===== src/rtl/pcm_cpu_mem_bridge.sv =====
// Bridges the soft CPU's async-SRAM strobes onto the Nios PCM shared-RAM port with PIO ownership handshake.
// Optional window protection: define PCM_BRIDGE_PROT_EN.
module pcm_cpu_mem_bridge #(
   parameter int unsigned ADDR_W   = 11,
   parameter int unsigned DATA_W   = 16,
   parameter int unsigned RD_LAT   = 1,
   parameter logic [19:0] WIN_BASE = 20'h00000
) (
   input  logic              clk,
   input  logic              reset,
   input  logic [19:0]       cpu_addr,
   input  logic              cpu_ce_n,
   input  logic              cpu_ub_n,
   input  logic              cpu_lb_n,
   input  logic              cpu_oe_n,
   input  logic              cpu_we_n,
   input  logic [DATA_W-1:0] cpu_wdata,
   output logic [DATA_W-1:0] cpu_rdata,
   output logic              cpu_rdata_oe,
   output logic              cpu_ready,
   output logic [ADDR_W-1:0] mem_address,
   output logic              mem_chipselect,
   output logic              mem_clken,
   output logic              mem_write,
   output logic [DATA_W-1:0] mem_writedata,
   output logic [1:0]        mem_byteenable,
   input  logic [DATA_W-1:0] mem_readdata,
   input  logic [3:0]        ctl_in,
   output logic [3:0]        rsp_out
);

   localparam int unsigned CPU_AW = 20;
   localparam int unsigned CNT_W  = 2;
   localparam int unsigned STRB_W = 5;

   typedef enum logic [2:0] {
      NIOS_OWN = 3'd0,
      CPU_IDLE = 3'd1,
      WRITE    = 3'd2,
      READ     = 3'd3,
      RELEASE  = 3'd4
   } state_t;

   state_t state, state_nx;

   logic [CPU_AW-1:0] addr_q;
   logic              ce_n_q, ub_n_q, lb_n_q, oe_n_q, we_n_q;
   logic [DATA_W-1:0] wdata_q;
   logic [1:0]        ctl_q, ctl_prev;

   logic [CPU_AW-1:0] last_addr;
   logic [STRB_W-1:0] last_strb;
   logic              access_last;

   logic [CNT_W-1:0]  cnt, cnt_nx;
   logic              pend, pend_nx;
   logic              rd_valid, rd_valid_nx;
   logic [CPU_AW-1:0] rd_addr, rd_addr_nx;
   logic              err, err_nx;

   logic [DATA_W-1:0] rdata_nx;
   logic              rdata_oe_nx, ready_nx;
   logic [ADDR_W-1:0] mem_address_nx;
   logic              mem_cs_nx, mem_write_nx;
   logic [DATA_W-1:0] mem_writedata_nx;
   logic [1:0]        mem_be_nx;
   logic [3:0]        rsp_nx;

   logic [STRB_W-1:0] strb_q;
   logic              access, start, req, take, no_lanes, is_wr, win_miss, busy_nx;
   logic [ADDR_W-1:0] win_off;

   // Reserved PIO control bits carry no function.
   logic unused_ctl;
   assign unused_ctl = &{1'b0, ctl_in[3:2]};

   // Single register stage on all CPU and PIO inputs.
   always_ff @(posedge clk or negedge reset) begin
      if (!reset) begin
         addr_q   <= '0;
         ce_n_q   <= 1'b1;
         ub_n_q   <= 1'b1;
         lb_n_q   <= 1'b1;
         oe_n_q   <= 1'b1;
         we_n_q   <= 1'b1;
         wdata_q  <= '0;
         ctl_q    <= '0;
         ctl_prev <= '0;
      end else begin
         addr_q   <= cpu_addr;
         ce_n_q   <= cpu_ce_n;
         ub_n_q   <= cpu_ub_n;
         lb_n_q   <= cpu_lb_n;
         oe_n_q   <= cpu_oe_n;
         we_n_q   <= cpu_we_n;
         wdata_q  <= cpu_wdata;
         ctl_q    <= ctl_in[1:0];
         ctl_prev <= ctl_q;
      end
   end

   assign strb_q   = {ce_n_q, ub_n_q, lb_n_q, oe_n_q, we_n_q};
   assign access   = ~ce_n_q & (~oe_n_q | ~we_n_q);
   assign start    = access & (~access_last | (addr_q != last_addr) | (strb_q != last_strb));
   assign req      = start | pend;
   assign is_wr    = ~we_n_q;
   assign no_lanes = ub_n_q & lb_n_q;
   assign win_off  = addr_q[ADDR_W-1:0] - WIN_BASE[ADDR_W-1:0];

`ifdef PCM_BRIDGE_PROT_EN
   assign win_miss = (addr_q[CPU_AW-1:ADDR_W] != WIN_BASE[CPU_AW-1:ADDR_W]);
`else
   assign win_miss = 1'b0;
`endif

   // Next-state, bookkeeping and next registered outputs.
   always_comb begin
      state_nx         = state;
      cnt_nx           = cnt;
      rd_valid_nx      = rd_valid;
      rd_addr_nx       = rd_addr;
      err_nx           = err;
      rdata_nx         = cpu_rdata;
      mem_address_nx   = mem_address;
      mem_writedata_nx = mem_writedata;
      mem_be_nx        = mem_byteenable;
      take             = 1'b0;

      case (state)
         NIOS_OWN: begin
            if (ctl_q[0] & ~ctl_prev[0] & ~ctl_q[1]) state_nx = CPU_IDLE;
         end
         CPU_IDLE: begin
            if (req) begin
               take = 1'b1;
               if (no_lanes) begin
                  rd_valid_nx = 1'b0;
               end else if (win_miss) begin
                  err_nx = 1'b1;
                  if (is_wr) begin
                     rd_valid_nx = 1'b0;
                  end else begin
                     rdata_nx    = DATA_W'(16'hDEAD);
                     rd_valid_nx = 1'b1;
                     rd_addr_nx  = addr_q;
                  end
               end else begin
                  mem_address_nx = win_off;
                  mem_be_nx      = {~ub_n_q, ~lb_n_q};
                  rd_valid_nx    = 1'b0;
                  if (is_wr) begin
                     mem_writedata_nx = wdata_q;
                     state_nx         = WRITE;
                  end else begin
                     cnt_nx     = '0;
                     rd_addr_nx = addr_q;
                     state_nx   = READ;
                  end
               end
            end else if (ctl_q[1]) begin
               state_nx = RELEASE;
            end
         end
         WRITE: begin
            state_nx = CPU_IDLE;
         end
         READ: begin
            if (cnt == CNT_W'(RD_LAT - 1)) begin
               rdata_nx    = mem_readdata;
               rd_valid_nx = 1'b1;
               state_nx    = CPU_IDLE;
            end else begin
               cnt_nx = cnt + CNT_W'(1);
            end
         end
         RELEASE: begin
            if (!ctl_q[1]) state_nx = NIOS_OWN;
         end
         default: begin
            state_nx = NIOS_OWN;
         end
      endcase

      // Handing the buffer back to the Nios clears the error flag and the read cache.
      if (state_nx == NIOS_OWN) begin
         err_nx      = 1'b0;
         rd_valid_nx = 1'b0;
      end

      pend_nx      = access & req & ~take;
      busy_nx      = (state_nx == WRITE) || (state_nx == READ);
      mem_cs_nx    = busy_nx;
      mem_write_nx = (state_nx == WRITE);
      if (!busy_nx) mem_be_nx = '0;
      ready_nx     = (state_nx == CPU_IDLE);
      rdata_oe_nx  = (state_nx == CPU_IDLE) & rd_valid_nx & ~ce_n_q & ~oe_n_q & we_n_q &
                     (addr_q == rd_addr_nx);
      rsp_nx       = {busy_nx, err_nx, state_nx == RELEASE,
                      state_nx inside {CPU_IDLE, WRITE, READ}};
   end

   // State, bookkeeping and output registers.
   always_ff @(posedge clk or negedge reset) begin
      if (!reset) begin
         state          <= NIOS_OWN;
         cnt            <= '0;
         pend           <= 1'b0;
         rd_valid       <= 1'b0;
         rd_addr        <= '0;
         err            <= 1'b0;
         access_last    <= 1'b0;
         last_addr      <= '0;
         last_strb      <= '1;
         cpu_rdata      <= '0;
         cpu_rdata_oe   <= 1'b0;
         cpu_ready      <= 1'b0;
         mem_address    <= '0;
         mem_chipselect <= 1'b0;
         mem_clken      <= 1'b0;
         mem_write      <= 1'b0;
         mem_writedata  <= '0;
         mem_byteenable <= '0;
         rsp_out        <= '0;
      end else begin
         state          <= state_nx;
         cnt            <= cnt_nx;
         pend           <= pend_nx;
         rd_valid       <= rd_valid_nx;
         rd_addr        <= rd_addr_nx;
         err            <= err_nx;
         access_last    <= access;
         last_addr      <= addr_q;
         last_strb      <= strb_q;
         cpu_rdata      <= rdata_nx;
         cpu_rdata_oe   <= rdata_oe_nx;
         cpu_ready      <= ready_nx;
         mem_address    <= mem_address_nx;
         mem_chipselect <= mem_cs_nx;
         mem_clken      <= mem_cs_nx;
         mem_write      <= mem_write_nx;
         mem_writedata  <= mem_writedata_nx;
         mem_byteenable <= mem_be_nx;
         rsp_out        <= rsp_nx;
      end
   end

endmodule


===== config.mk =====
export PLATFORM = sky130hd
export DESIGN_NAME = pcm_cpu_mem_bridge
export DESIGN_NICKNAME = d
export VERILOG_FILES = /design/src/rtl/pcm_cpu_mem_bridge.sv
export SDC_FILE = /design/constraint.sdc
export NUM_CORES = 1
export LEC_CHECK = 0
export ABC_AREA = 1
export BUFFER_PORTS_ARGS = -buffer_cell sky130_fd_sc_hd__buf_2
export CORE_MARGIN = 2
export CORE_UTILIZATION = 54
export DETAILED_ROUTE_END_ITERATION = 8
export PLACE_DENSITY = 0.89
export SETUP_SLACK_MARGIN = 0.2
export SLEW_MARGIN = 10
export SYNTH_ARGS = -nofsm -noshare
export SYNTH_HDL_FRONTEND = slang
export SYNTH_SLANG_ARGS = --single-unit

===== constraint.sdc =====
create_clock -name clk -period 2.87 [get_ports clk]
set_clock_uncertainty 0.05 [all_clocks]
set_input_delay 0.1435 -clock clk [delete_from_list [all_inputs] [get_ports clk]]
set_output_delay 0.1435 -clock clk [all_outputs]
set_load 0.05 [all_outputs]

==> run metrics <==
Seq. cell area=0.003716 mm²; WL/cell=15.13 µm; Post-Syn Instances=590; initial antenna violation count=0; DR pass1 iterations=4; CTS HTree Levels=4; flops & latches, synth=148; Mapped Avg Cell Area=9.814 µm²; Multi-input gate area=0.001614 mm²; NumNets Final=843; Slew Viols, Final=0; clk buf depth=2; worst slew pin tran=717.6 ps; initial cell density of the core=0.5584; worst-path fanout max=23; design area=0.007774 mm²; Lkg Pwr=4.177 nW; Post-synth ARST share=1.000; Chip Width=107.6 µm; Clock Sinks=148; NetSw=3.139 mW; routed vias/inst=5.128; Inserted Clock Buffers=17; share of cells above drive strength 1=0.2614; via count=4759; DIE HEIGHT=107.6 µm; CP required=3270 ps; Max Cap Viol=0; Setup TNS=0 ps; Comb power frac=0.335; hold crit path type=in2async; DP HPWL=8.424 mm; fin crit share=0.8720; vias in the first global route=4940; Post-Syn Area=0.005791 mm²; Crit. End Element=flop; Max Clk Rate=0.3996 GHz; DRC Markers=0; fill cell total of the finished layout=654; crit path kind=reg2reg; sequential share of the synthesized area=0.6417; DIE AREA=0.01157 mm²; largest net degree at the start of global routing=82; outcome=complete, no violations; VDD IR max=0.0007184 V; Int Power=4.765 mW; Area Overhead vs Synth=34.25%; Clk network pwr share=0.297; Critical Path AT=2910 ps; DRT iter0 DRCs=380; root buffer cell=clkbuf_8; worst-skew pair later-pin latency=530 ps; RSZ-0062 raised after global routing=yes; Post-synth EDFFs=0; Antenna Violating Nets Remaining=0; GRT Util Overall=0.2579; Final setup viols=0; Syn Nets=654; GRT overflow=0; Min Clock Period, post-route=2503 ps; Unique masters post-synth=30; first-pass GRT wire length=22.49 mm; final hold slack=173.1 ps; placer congestion estimate=0.8950; dpl cell area=0.006499 mm²; sequential power share=0.368; CTS tree=built; Detailed Route WL=14.04 mm; register clock-pin slew on the reported worst setup and hold paths=60 ps; kind of start point of the critical path=flop; core area=0.01037 mm²; Final Hold Fails=0; I/O pins=117; Synth Warn #=0; Row Count=37; main flop type after synthesis=dfrtp_1; antenna fix cells=0; I/O Buffers=113; Sw Share=0.3972; normalized max-slew margin=0.5216; PD cells=1017 mW/mm²
-- per-stage QoR --
step                std cells  power, mW    util  setup slack, ps
detailed placement        832      5.446  0.6267            245.2
floorplan                 590      4.783       -            846.4
CTS                       924      7.891  0.7455            255.5
finish                    928      7.904  0.7496            367.2
global route              928      8.283  0.7496            157.0
global placement          832      5.328  0.6267            356.5
-- cell usage in the layout, fill, tap and decap left out, drive strengths merged --
cell,instances
dlygate4sd3,60
o21a,1
nand4,4
nor3,2
nand3,40
buf,124
conb,1
nand3b,3
dfstp,10
clkinvlp,2
mux2,16
xnor2,4
clkinv,3
clkbuf,19
a21oi,2
inv,105
dfrtp,138
o21bai,1
nor2,42
o21ai,46
ha,1
bufinv,4
nand2,163
nor4,1
-- final cells by class --
cell class                      instances  area share
Inverter                              101     0.04877
Tap cell                              136     0.02189
Clock buffer                           19     0.05553
Timing Repair Buffer                  184      0.1630
Multi-Input combinational cell        327      0.2076
Sequential cell                       148      0.4780
Clock inverter                         13     0.02511
-- registers in the layout, indices dropped and copies added, names as in the netlist, 3 cells and up --
name	count
addr_q	20
rd_addr	20
state	3
last_addr	20
cpu_rdata	16
mem_address	11
mem_writedata	16
wdata_q	16
last_strb	5
-- power by group through the flow --
stage                     sequential, mW  combinational, mW  clock [mW]
after floorplan                     4.01              0.774           0
after global placement              2.89               2.44           0
after detailed placement            2.91               2.53           0
after CTS                           2.90               2.62        2.37
after global routing                2.97               2.84        2.47
final                               2.91               2.65        2.35
-- cells in the mapped netlist (2+ instances only) --
library cell / number / share of area
o21ai_0: 40 / 0.035
buf_6: 3 / 0.0058
inv_1: 89 / 0.058
nor2_1: 38 / 0.025
buf_2: 4 / 0.0035
nand3b_1: 3 / 0.0039
inv_2: 12 / 0.0078
nand2_4: 4 / 0.0078
xnor2_1: 4 / 0.0060
nand2_1: 155 / 0.10
nor2_4: 2 / 0.0039
o21ai_1: 5 / 0.0043
nand4_1: 4 / 0.0043
mux2_2: 16 / 0.031
clkbuf_1: 2 / 0.0013
dfrtp_1: 138 / 0.60
nand3_1: 40 / 0.035
a21oi_1: 2 / 0.0017
nand2_2: 3 / 0.0032
buf_4: 6 / 0.0078
dfstp_2: 10 / 0.045
nor2_2: 2 / 0.0022
-- critical path, cell delays in order (launching register included) --
cell     delay, ps
dfrtp_1        400
inv_1           90
nor2_1          90
inv_1           90
nor2_4         140
inv_1          100
nor3_4         310
nand2_8        190
buf_12         210
nand3_1         80
nand2_1         50
nor2_1         140
nand3_1        100
nor2_1         140
nand3_1        100
nor2_1         130
-- worst paths after layout --
path / startpoint / endpoint / slack [ps] / cells past startpoint
setup / recovery: state[0] / cpu_rdata_oe / 370 / 15
min in group clk: cpu_addr[11] / addr_q[11] / 200 / 2
hold / removal: reset / mem_address[0] / 170 / 2
max in group asynchronous: reset / cpu_ready / 1730 / 3
hold reg to reg: oe_n_q / last_strb[1] / 330 / 0
setup reg to reg: state[0] / cpu_rdata_oe / 370 / 15
-- logic make-up after synthesis --
logic type	count (synthesis)	synth area share
simple gates	254	0.1897
flops	148	0.6417
buf+inv	116	0.08384
compound gates	50	0.04473
mux	16	0.03111
xor+xnor	4	0.006050
fa+ha+maj	1	0.002160
other cells	1	0.0006476
-- routing by layer --
| metal | vias to the layer above | GRT usage | part of all wire |
|---|---|---|---|
| met3 | 42 | 0.07324 | 0.063 |
| li1 | 2180 | - | - |
| met4 | 0 | 0.1136 | 0.029 |
| met2 | 201 | 0.4564 | 0.54 |
| met1 | 2336 | 0.2890 | 0.37 |
| met5 | - | 0 | 0 |
-- timing repair --
item / in CTS / in global routing
pin swaps: 0 / 2
endpoints found under the hold margin: 127 / 0
setup endpoints to repair: 2 / 2
setup buffers: 0 / 3
gates cloned: 0 / 1
hold buffers: 60 / 0
gates resized for setup: 1 / 1
Power figures use the tool's default switching activity.
